==> config.mk <==
export PLATFORM = sky130hd
export DESIGN_NAME = peak_scan_ctrl
export DESIGN_NICKNAME = d
export VERILOG_FILES = /design/src/rtl/dav_pkg.sv /design/src/rtl/argmax_tracker.sv /design/src/rtl/peak_scan_ctrl.sv
export SDC_FILE = /design/constraint.sdc
export NUM_CORES = 1
export LEC_CHECK = 0
export ABC_AREA = 1
export BUFFER_PORTS_ARGS = -buffer_cell sky130_fd_sc_hd__buf_4
export CAP_MARGIN = 10
export CORE_UTILIZATION = 55
export DETAILED_ROUTE_END_ITERATION = 10
export PLACE_DENSITY_LB_ADDON = 0.25
export SYNTH_ARGS = -nofsm -noshare
export SYNTH_HDL_FRONTEND = slang
export SYNTH_SLANG_ARGS = --single-unit
==> constraint.sdc <==
create_clock -name clk -period 3.13 [get_ports clk]
set_clock_uncertainty 0.15 [all_clocks]
set_input_delay 0.7825 -clock clk [delete_from_list [all_inputs] [get_ports clk]]
set_output_delay 0.7825 -clock clk [all_outputs]
set_load 0.03 [all_outputs]
==> src/rtl/dav_pkg.sv <==
// Shared types for the peak-scan colour path: FSM states, bank select and index sizing.
package dav_pkg;

   typedef enum logic [1:0] {
      IDLE,
      READ,
      DRAIN,
      PUBLISH
   } scan_state_e;

   typedef logic bank_t;

   function automatic int unsigned idx_width(input int unsigned n);
      return (n <= 2) ? 1 : $clog2(n);
   endfunction

endpackage

==> src/rtl/argmax_tracker.sv <==
// Running argmax over a stream of magnitudes; strict greater-than so ties keep the earliest index.
module argmax_tracker
   import dav_pkg::*;
#(
   parameter int unsigned MAG_W = 16,
   parameter int unsigned IDX_W = idx_width(32)
) (
   input  logic             clk,
   input  logic             rst_n,
   input  logic             clear,
   input  logic             valid,
   input  logic [MAG_W-1:0] data,
   input  logic [IDX_W-1:0] idx,
   output logic [MAG_W-1:0] best_mag,
   output logic [IDX_W-1:0] best_idx
);

   always_ff @(posedge clk) begin
      if (!rst_n || clear) begin
         best_mag <= '0;
         best_idx <= '0;
      end else if (valid && (data > best_mag)) begin
         best_mag <= data;
         best_idx <= idx;
      end
   end

endmodule

==> src/rtl/peak_scan_ctrl.sv <==
// Frame scan controller: bank ping-pong, argmax scan and peak publish to the colour stage.
// Optional peak hold selected by defining PEAK_HOLD_EN.
module peak_scan_ctrl
   import dav_pkg::*;
#(
   parameter int unsigned SAMPLES     = 32,
   parameter int unsigned MAG_W       = 16,
   parameter int unsigned HOLD_FRAMES = 4
) (
   input  logic                       clk,
   input  logic                       rst_n,
   input  logic                       frame_ready,
   input  logic [MAG_W-1:0]           thresh,
   output logic                       rd_en,
   output logic [$clog2(SAMPLES)-1:0] rd_addr,
   input  logic [MAG_W-1:0]           rd_data,
   output logic [$clog2(SAMPLES)-1:0] index_holder,
   output logic                       whichRAM,
   output logic                       done,
   output logic                       busy,
   output logic                       frame_drop
);

   localparam int unsigned IW = idx_width(SAMPLES);

   scan_state_e       state, state_next;
   bank_t             bank;
   logic              pending;
   logic [IW-1:0]     counter;
   logic              rd_valid;
   logic [IW-1:0]     rd_idx;
   logic              accept;
   logic [MAG_W-1:0]  best_mag;
   logic [IW-1:0]     best_idx;

`ifdef PEAK_HOLD_EN
   localparam int unsigned HW = (HOLD_FRAMES <= 1) ? 1 : $clog2(HOLD_FRAMES);
   logic [MAG_W-1:0]  held_mag;
   logic [HW-1:0]     hold_cnt;
`endif

   assign accept   = (state == IDLE) && (frame_ready || pending);
   assign busy     = (state != IDLE);
   assign rd_addr  = counter;
   assign whichRAM = bank;

   always_ff @(posedge clk) begin
      if (!rst_n) state <= IDLE;
      else        state <= state_next;
   end

   always_comb begin
      state_next = state;
      rd_en      = 1'b0;
      case (state)
         IDLE:    if (accept) state_next = READ;
         READ: begin
            rd_en = 1'b1;
            if (counter == IW'(SAMPLES - 1)) state_next = DRAIN;
         end
         DRAIN:   state_next = PUBLISH;
         PUBLISH: state_next = IDLE;
         default: state_next = IDLE;
      endcase
   end

   always_ff @(posedge clk) begin
      if (!rst_n) begin
         bank         <= '0;
         pending      <= 1'b0;
         counter      <= '0;
         rd_valid     <= 1'b0;
         rd_idx       <= '0;
         index_holder <= '0;
         done         <= 1'b0;
         frame_drop   <= 1'b0;
`ifdef PEAK_HOLD_EN
         held_mag     <= '0;
         hold_cnt     <= '0;
`endif
      end else begin
         frame_drop <= 1'b0;
         // Read data lags the strobe by one cycle, so tag it with the address it belongs to.
         rd_valid   <= rd_en;
         rd_idx     <= counter;

         if (state == READ) counter <= counter + 1'b1;

         if (accept) begin
            bank    <= ~bank;
            pending <= 1'b0;
            counter <= '0;
         end else if (frame_ready && busy) begin
            if (pending) frame_drop <= 1'b1;
            else         pending    <= 1'b1;
         end

         if (state == PUBLISH) begin
`ifdef PEAK_HOLD_EN
            if ((best_mag >= held_mag) || (hold_cnt == HW'(HOLD_FRAMES - 1))) begin
               index_holder <= best_idx;
               held_mag     <= best_mag;
               hold_cnt     <= '0;
               done         <= (best_mag >= thresh);
            end else begin
               hold_cnt     <= hold_cnt + 1'b1;
               done         <= (held_mag >= thresh);
            end
`else
            index_holder <= best_idx;
            done         <= (best_mag >= thresh);
`endif
         end
      end
   end

   argmax_tracker #(
      .MAG_W (MAG_W),
      .IDX_W (IW)
   ) u_argmax (
      .clk      (clk),
      .rst_n    (rst_n),
      .clear    (accept),
      .valid    (rd_valid),
      .data     (rd_data),
      .idx      (rd_idx),
      .best_mag (best_mag),
      .best_idx (best_idx)
   );

endmodule

==> metrics.cfg, run 1 <==
[min_path]
hp-start=whichRAM
worstHoldPathType=reg2reg

[critical_path]
cp_max_fo=42
cp_data_required_time_ns=3.17
crit_path_start=rd_data[5]
timing.rr.start=u_argmax.best_mag[5]
path_class=in2reg
critPathCaptureType=flop
timing.critical_path.from_type=input port
worst_ep_arrival_time_ns=2.36

[timing]
report.final.hold_viol_count=0
finalSetupViolCount=0
post-route-period-util=0.743
grt_setup_unrepaired=false
timing.fmax_mhz=430
timing_worst_slew_pin_value_ns=0.441
timing.setup.tns_ns=0
slew-limit-headroom=0.706
layout_min_cycle_time_ns=2.32
maxSlewViolCount=0

[pwr]
p_leak_uw=0.00167
fin_total_pwr_uw=1830
share_comb_of_total_power=0.399
power_switching_uw=689
sequential_share_of_power=0.373
power.share.clock=0.229
power.ir.vdd_worst_mv=0.522
power_density_mw_per_mm2=570
internal_power_uw=1140
sw_share=0.376

[global_route]
antenna_found_initial=0
vias_in_the_first_global_route=2146
globalRouteOverflowTotal=0
grtUsageTotal=0.214
largest_net_degree_at_the_start_of_global_routing=43
grt_first_pass_wirelength_um=8790

[cts]
htree_levels=2
clkTransAtPathRegs_ns=0.08
cts.repair.resized=0
cts_tree=yes
clock-root-buffer=clkbuf_8
ctsHoldBuffers=0
clkLatencyLatePin_ns=0.30
cts_made_buffers=5
clock_sinks=43
cts_setup_buffers=0
cts_max_path_buffers=2

[synthesis]
synth.yosys.warnings=0
syn_inst=385
post_synth_instance_area_mm2=0.00273
synth.net_count=458
yosys.area.top_type=dfxtp_1
yosys_reg_bits=43
ys_seq_area_frac=0.315
synth_cell_type_count=23
synth_top_area_frac=0.315
syn_area_per_cell_um2=7.10
netlist_top_cells_area=dfxtp_1 31%, ha_1 17%, inv_1 12%

[detailed_routing]
drt_first_iter_violations=80
route.antenna.remaining_nets=0
route.detailed.drc=0
total_detailed_routing_wirelength_um=5040
number_of_vias_in_the_routed_layout=2338
post_drt_wl_per_cell_um=10.1
first_pass_iters=4
drt-vias-per-instance=4.69

[place]
detailed_place.area_mm2=0.00311
placed_cells=492
dp_hpwl_um=3880
io_buffer_count=49
routabilityCongestion=0.803

[floorplan]
die_height_um=72.5
effective_utilization_at_floorplan=0.575
floorplan_die_area_mm2=0.00526
floorplan.io_pins=50
core_mm2=0.00475
die_width_um=72.5
placement_rows=25

[cells_and_area]
design_area_mm2=0.00321
drive_above_1_share=0.162
layout.nets=505
mostFrequentLayoutCell=inv_1
area_growth_pct=17.5
most-common-layout-cells=84 x inv_1, 71 x nand2_1, 50 x buf_4, 47 x nor2_1, 43 x dfxtp_1
post_layout_nonfiller_instances=499
postLayoutCoreUtil=0.676
final.fill_count=446
antenna_cells=0

[outcome]
outcome=finished clean

[job]
cap_violations=0

[state kept, by name (all words and copies together), names as in the netlist]
signal / flops
frame_drop: 1
whichRAM: 1
index_holder: 5
rd_addr: 5
done: 1
u_argmax.best_mag: 16
pending: 1
u_argmax.best_idx: 5
rd_valid: 1
rd_idx: 5
state: 2
[power by group through the flow]
| stage | Sequential (uW) | Combinational [uW] | Clock (uW) |
|---|---|---|---|
| floorplan | 726 | 535 | 0 |
| global placement | 694 | 709 | 0 |
| detailed placement | 695 | 733 | 0 |
| CTS | 683 | 737 | 425 |
| global route | 692 | 826 | 457 |
| finish | 683 | 730 | 419 |
[Yosys cell counts]
library cell and n:
nand3_1 22, ha_1 38, inv_1 84, a21oi_2 3, a21oi_1 34, buf_8 2, nand3_4 2, buf_2 1
clkbuf_1 1, a211oi_1 1, nor3_1 7, a21boi_2 1, buf_4 1, nand2_1 71, o21ai_0 12, nor2_1 47
buf_6 6, xor2_1 1, dfxtp_1 43, a31oi_1 1, o21a_1 1, nand2_2 4, nor2_4 2
[metrics by stage]
stage               hold WS [ns]  setup WS [ns]
floorplan                  0.289          0.929
global placement           0.286          0.544
detailed placement         0.294          0.497
CTS                        0.307          0.815
global route               0.339          0.621
finish                     0.309          0.806
[final timing paths]
check,endpoint,slack [ns],cells after the start
setup / recovery,u_argmax.best_mag[11],0.81,10
hold / removal,whichRAM,0.31,1
setup reg to reg,u_argmax.best_mag[11],0.98,10
hold reg to reg,whichRAM,0.31,1
[cell type report]
type	instances	area [um2]	area share
well taps	67	83.8	0.0261
inverters	84	315	0.0981
multi-input cells	247	1450	0.452
clock buffers	5	68.8	0.0214
repair buffers	51	395	0.123
flip-flops and latches	43	861	0.268
clock inverters	2	37.5	0.0117
[logic make-up after synthesis]
group,synth area share
AO/OA/AOI/OAI,0.106
AND/OR/NAND/NOR,0.245
buffers and inverters,0.157
adder cells (fa/ha/maj),0.174
XOR/XNOR,0.00320
flip-flops,0.315
[per-layer routing]
layer  track usage  share of wire  vias up
met5             0              0        -
met1         0.241           0.45     1002
met4        0.0719          0.017        0
li1              -              -     1284
met2         0.393           0.50       41
met3        0.0514          0.036       11
[worst max-delay path, stage by stage]
cell	delay (ns)
buf_4	0.11
ha_1	0.33
nand2_1	0.07
inv_1	0.03
o21ai_0	0.13
nand2_1	0.08
nand2_1	0.10
nand3_4	0.36
a21oi_1	0.28
nor2_1	0.06
Note: power is estimated with default switching activity, not from simulation.
==> run 2, diff against run 1 <==
==> constraint.sdc (replaced) <==
create_clock -name clk -period 2.4 [get_ports clk]
set_clock_uncertainty 0.15 [all_clocks]
set_input_delay 0.6 -clock clk [delete_from_list [all_inputs] [get_ports clk]]
set_output_delay 0.6 -clock clk [all_outputs]
set_load 0.03 [all_outputs]
==> run 2 against run 1 <==
Effect of this change:
- wire length down 0.20%
- global-route usage up 0.16 points
- sequential power up 30%
- largest cell class unchanged
- non-clock buffer count up 3
- clock-buffer cell count up 1
==> metrics.cfg, run 2 (synthesized netlist as in run 1, its figures left out) <==
[outcome]
outcome=finished clean

[cts]
clock_sinks=43
cts_made_buffers=5
htree_levels=2
clock-root-buffer=clkbuf_8
cts_setup_buffers=0
cts_tree=yes
cts_max_path_buffers=2
clkTransAtPathRegs_ns=0.08
ctsHoldBuffers=0
clkLatencyLatePin_ns=0.29
cts.repair.resized=0

[floorplan]
core_mm2=0.00475
placement_rows=25
die_width_um=72.5
floorplan_die_area_mm2=0.00526
effective_utilization_at_floorplan=0.575
die_height_um=72.5
floorplan.io_pins=50

[critical_path]
cp_data_required_time_ns=2.44
buffer_and_inverter_count_on_the_worst_path=2
regToRegEndpoint=u_argmax.best_mag[6]
timing.rr.start=u_argmax.best_mag[15]
critPathCaptureType=flop
cpMostUsedCell=nand2_2
cp_max_fo=24
path_class=reg2reg
worst-r2r-setup-slack_ns=0.39
critical_path.top_delay_family=simple AND/OR/NAND/NOR gates
timing.critical_path.from_type=flop
largest_incremental_delay_on_the_critical_path_ns=0.38
worst_path_max_delay_cell=dfxtp_1
worst_ep_arrival_time_ns=2.05
crit_chain=inv_1 > ha_1 > nand2_2 > nor2_4 > nand2_2 > nor2_4 > nand2_2 > nand3_4 > buf_12 > nand3_1 > nand2_1 > nor2_1
ff2ff_path_depth=12

[place]
detailed_place.area_mm2=0.00314
routabilityCongestion=0.766
io_buffer_count=49
dp_hpwl_um=4000

[timing]
finalSetupViolCount=0
post-route-period-util=0.838
timing.setup.tns_ns=0
timing_worst_slew_pin_value_ns=0.264
report.final.hold_viol_count=0
timing.fmax_mhz=497
maxSlewViolCount=0
slew-limit-headroom=0.824
grt_setup_unrepaired=false
layout_min_cycle_time_ns=2.01
worst_hold_slack_ns=0.314

[global_route]
vias_in_the_first_global_route=2267
largest_net_degree_at_the_start_of_global_routing=25
globalRouteOverflowTotal=0
grtUsageTotal=0.216
antenna_found_initial=0
gr-max-usage-layer=met2
grt_first_pass_wirelength_um=9050
globalRouteMet3Util=0.0417
groute.layer.met2.usage=0.417
gr-usage-met1=0.239

[cells_and_area]
drive_above_1_share=0.167
design_area_mm2=0.00323
mostFrequentLayoutCell=inv_1
antenna_cells=0
layout.nets=508
largest_reg_flops=16
most-common-layout-cells=84 x inv_1, 71 x nand2_1, 52 x buf_4, 47 x nor2_1, 43 x dfxtp_1
area_growth_pct=18.0
largest_register=u_argmax.best_mag

[min_path]
hp-start=pending
hold_path_end=frame_drop
worstHoldPathType=reg2reg
min_path_cells=2

[detailed_routing]
route.antenna.remaining_nets=0
number_of_vias_in_the_routed_layout=2379
drt_first_iter_violations=113
post_drt_wl_per_cell_um=10.0
first_pass_iters=4
route.detailed.drc=0
total_detailed_routing_wirelength_um=5030
drt-vias-per-instance=4.73

[pwr]
p_leak_uw=0.00168
power_density_mw_per_mm2=717
power.ir.vdd_worst_mv=0.586

[job]
cap_violations=0

## run 2: changes by cell type in the layout (fill, tap and decap cells not counted)
cell / change
buf_12: +1
clkinv_2: +1
bufinv_16: -1
buf_4: +2
clkbuf_1: +1
## run 2: worst max path at each step
stage                          start                     to  slack [ns]  cells after the start
6_report       u_argmax.best_mag[15]   u_argmax.best_mag[6]        0.39                     12
5_1_grt         u_argmax.best_mag[5]   u_argmax.best_idx[1]        0.16                     11
4_1_cts        u_argmax.best_mag[15]   u_argmax.best_mag[6]        0.38                     12
3_5_place_dp             rd_data[15]   u_argmax.best_mag[6]        0.08                     12
3_3_place_gp             rd_data[15]  u_argmax.best_mag[11]        0.14                     12
2_1_floorplan            rd_data[15]   u_argmax.best_idx[1]        0.38                     10
## run 2: area by class of cell
| cell class | instances | area (um2) |
|---|---|---|
| Fill cell | 438 | 1530 |
| Multi-Input combinational cell | 247 | 1450 |
| Sequential cell | 43 | 861 |
| Timing Repair Buffer | 54 | 430 |
| Inverter | 84 | 315 |
| Tap cell | 67 | 83.8 |
| Clock buffer | 6 | 72.6 |
| Clock inverter | 2 | 12.5 |
## run 2: worst register-to-register path, stage by stage, from the launching register on
cell     delay, ns
dfxtp_1       0.38
inv_1         0.06
ha_1          0.30
nand2_2       0.08
nor2_4        0.13
nand2_2       0.08
nor2_4        0.12
nand2_2       0.09
nand3_4       0.14
buf_12        0.18
nand3_1       0.09
nand2_1       0.08
nor2_1        0.04
## run 2: layer usage
metal	wire length (um)	part of all wire	up-vias
li1	-	-	1292
met1	2260	0.45	1037
met2	2550	0.51	43
met3	171	0.034	7
met4	46	0.0091	0
met5	0	0	-
## run 2: metrics by stage
step	std cells	setup slack [ns]	total power [uW]	util
global route	503	0.155	2510	0.679
finish	503	0.389	2310	0.679
CTS	503	0.375	2340	0.679
global placement	495	0.138	1860	0.661
floorplan	385	0.382	1640	-
detailed placement	495	0.0754	1890	0.661
## run 2: power breakdown
part	total [uW]	internal [uW]	leakage [uW]	switching, uW
logic	978	392	0.00129	586
clock network	446	203	0.0000412	242
registers	891	816	0.000349	74.9
total	2310	1410	0.00168	903
==> run 3, diff against run 2 <==
--- a/config.mk
+++ b/config.mk
@@ -5,10 +5,10 @@
 export SDC_FILE = /design/constraint.sdc
 export NUM_CORES = 1
 export LEC_CHECK = 0
-export ABC_AREA = 1
+export ABC_AREA = 0
 export BUFFER_PORTS_ARGS = -buffer_cell sky130_fd_sc_hd__buf_4
 export CAP_MARGIN = 10
-export CORE_UTILIZATION = 55
+export CORE_UTILIZATION = 54
 export DETAILED_ROUTE_END_ITERATION = 10
 export PLACE_DENSITY_LB_ADDON = 0.25
 export SYNTH_ARGS = -nofsm -noshare
==> constraint.sdc (replaced) <==
create_clock -name clk -period 2.05 [get_ports clk]
set_clock_uncertainty 0.15 [all_clocks]
set_input_delay 0.5125 -clock clk [delete_from_list [all_inputs] [get_ports clk]]
set_output_delay 0.5125 -clock clk [all_outputs]
set_load 0.03 [all_outputs]
==> run 3 against run 2 <==
Effect of this change:
- the flow now finishes with violations (negative setup slack)
- core utilization grew 14 points
- die area down 13%
- setup slack worse by 0.55 ns
==> metrics.cfg, run 3 <==
[job]
cap_violations=0

[synthesis]
yosys_reg_bits=43
synth_cell_type_count=39
synth.yosys.warnings=0
synthFlopType=dfxtp_1
synth.net_count=310
main_combinational_cell_family_by_area_after_synthesis=adder cells
synth-simple-area-share=0.106
synthMuxAreaShare=0.0346
synth_fa_ha_area_frac=0.205
ys_seq_area_frac=0.372
netlist_top_cells_area=dfxtp_1 37%, ha_1 21%, a22o_1 7.6%
synth.most_common_cell=dfxtp_1
synth_top_area_frac=0.372
number_of_flops_mapped_to_enable_cells_by_yosys=0
syn_inst=237
async_flop_share=0
synth_compound_gate_area_share=0.187
post_synth_xor_area_fraction=0.0151
synthTopCellsByCount=43 x dfxtp_1, 38 x ha_1, 36 x inv_1
syn_area_per_cell_um2=9.77
post_synth_instance_area_mm2=0.00231
yosys.area.top_type=dfxtp_1

[timing]
layout_min_cycle_time_ns=2.21
slew-limit-headroom=0.588
timing.fmax_mhz=452
post-route-period-util=1.08
report.final.hold_viol_count=0
fin_ws_ns=-0.165
worst_hold_slack_ns=0.287
maxSlewViolCount=0
timing_worst_slew_pin_value_ns=0.614
grt_setup_unrepaired=true
finalSetupViolCount=21

[detailed_routing]
drt-vias-per-instance=5.39
total_detailed_routing_wirelength_um=6020
first_pass_iters=4
route.antenna.remaining_nets=0
route.detailed.drc=0
number_of_vias_in_the_routed_layout=2026
post_drt_wl_per_cell_um=16.0
drt_first_iter_violations=83

[floorplan]
effective_utilization_at_floorplan=0.570
placement_rows=23
core_mm2=0.00406
die_height_um=67.5
die_width_um=67.5
floorplan.io_pins=50
floorplan_die_area_mm2=0.00455

[cells_and_area]
multi_input_area_mm2=0.00147
largest_register=u_argmax.best_mag
post_layout_nonfiller_instances=376
most-common-layout-cells=86 x buf_4, 33 x dfxtp_1, 31 x inv_1, 28 x ha_1, 20 x a22o_1
layout.nets=398
sequential_cell_area_um2=873
final.fill_count=222
antenna_cells=0
largest_reg_flops=16
drive_above_1_share=0.402
design_area_mm2=0.00331
area_growth_pct=43.1
mostFrequentLayoutCell=buf_4
postLayoutCoreUtil=0.816

[pwr]
power_density_mw_per_mm2=830
sw_share=0.327
p_leak_uw=0.00156
power.ir.vdd_worst_mv=0.868
internal_power_uw=1850
sequential_share_of_power=0.353
power_switching_uw=900
share_comb_of_total_power=0.397
power.share.clock=0.250

[global_route]
grtUsageTotal=0.289
largest_net_degree_at_the_start_of_global_routing=22
globalRouteOverflowTotal=0
grt_first_pass_wirelength_um=9450
antenna_found_initial=0
vias_in_the_first_global_route=2045

[place]
io_buffer_count=49
dp_hpwl_um=3930
routabilityCongestion=0.743
detailed_place.area_mm2=0.00301
placement.setup.worst_slack_ns=-0.829
placed_cells=357

[critical_path]
ff2ff_path_depth=9
cp_max_fo=7
crit_path_start=u_argmax.best_mag[9]
critPathCaptureType=flop
path_class=reg2reg
worst-r2r-setup-slack_ns=-0.16
cp_data_required_time_ns=2.09
timing.rr.start=u_argmax.best_mag[9]
worst_ep_arrival_time_ns=2.26
timing.critical_path.from_type=flop

[cts]
cts_tree=yes
cts_max_path_buffers=2
clkLatencyLatePin_ns=0.30
clock_sinks=43
clkTransAtPathRegs_ns=0.08
htree_levels=2
clock-root-buffer=clkbuf_8
cts_made_buffers=5
ctsHoldBuffers=0

[outcome]
failing_checks=negative setup slack
outcome=finished, violations left

[min_path]
hp-start=rd_data[5]
worstHoldPathType=in2reg
min_path_cells=2

run 3: cell count changes after synthesis, moves of 20 or more:
cell,change
a22o_1,+20
inv_1,-48
a21oi_1,-23
nor2_1,-38
nand2_1,-66
nand3_1,-22
run 3: worst paths after layout:
| kind | endpoint |
|---|---|
| worst min register to register | u_argmax.best_idx[1] |
| worst max register to register | u_argmax.best_idx[2] |
| worst max-delay path | u_argmax.best_idx[2] |
| worst min-delay path | u_argmax.best_mag[5] |
run 3: repair_timing:
action | in CTS | in global routing
gates resized for setup | 15 | 13
pin swaps | 12 | 11
setup buffers | 8 | 1
setup endpoints to repair | 21 | 23
gates cloned | 2 | 0
run 3: worst max-delay path: stages, from the launching register on:
cell and delay [ns]:
dfxtp_2 0.34, inv_1 0.06, ha_4 0.27, nand4_1 0.16, or2_4 0.32, a211oi_4 0.19, buf_4 0.16, o41ai_4 0.08
buf_4 0.18, a22o_1 0.21
run 3: metrics by stage:
step	total power, uW	setup TNS (ns)
3_3_place_gp	1890	-16.13
5_1_grt	2900	-4.85
2_1_floorplan	1580	-1.45
4_1_cts	2700	-3.57
6_report	2750	-3.21
3_5_place_dp	1920	-17.15
run 3: kinds of logic (layout without fill, tap and decap cells):
family	Yosys count	in the layout
AO/OA/AOI/OAI	57	58
AND/OR/NAND/NOR	44	44
flip-flops	43	43
buffers and inverters	43	131
adder cells (fa/ha/maj)	38	38
multiplexers	8	8
XOR/XNOR	4	4
run 3: cell type report:
type / instances / area share
Tap cell: 50 / 0.0189
Inverter: 36 / 0.0408
Clock buffer: 6 / 0.0249
Clock inverter: 2 / 0.0106
Timing Repair Buffer: 87 / 0.198
Sequential cell: 43 / 0.264
Multi-Input combinational cell: 152 / 0.443
run 3: per-layer routing:
layer,share of wire,vias to the layer above,global-route usage
met1,0.41,932,0.302
met3,0.048,20,0.0743
met5,0,-,0
met4,0.030,0,0.109
li1,-,1012,-
met2,0.52,62,0.545
run 3: power groups by stage:
| stage | clock network, uW | registers [uW] | logic [uW] |
|---|---|---|---|
| 2_1_floorplan | 0 | 1030 | 551 |
| 3_3_place_gp | 0 | 978 | 910 |
| 3_5_place_dp | 0 | 981 | 940 |
| 4_1_cts | 694 | 965 | 1040 |
| 5_1_grt | 735 | 979 | 1190 |
| 6_report | 686 | 971 | 1090 |
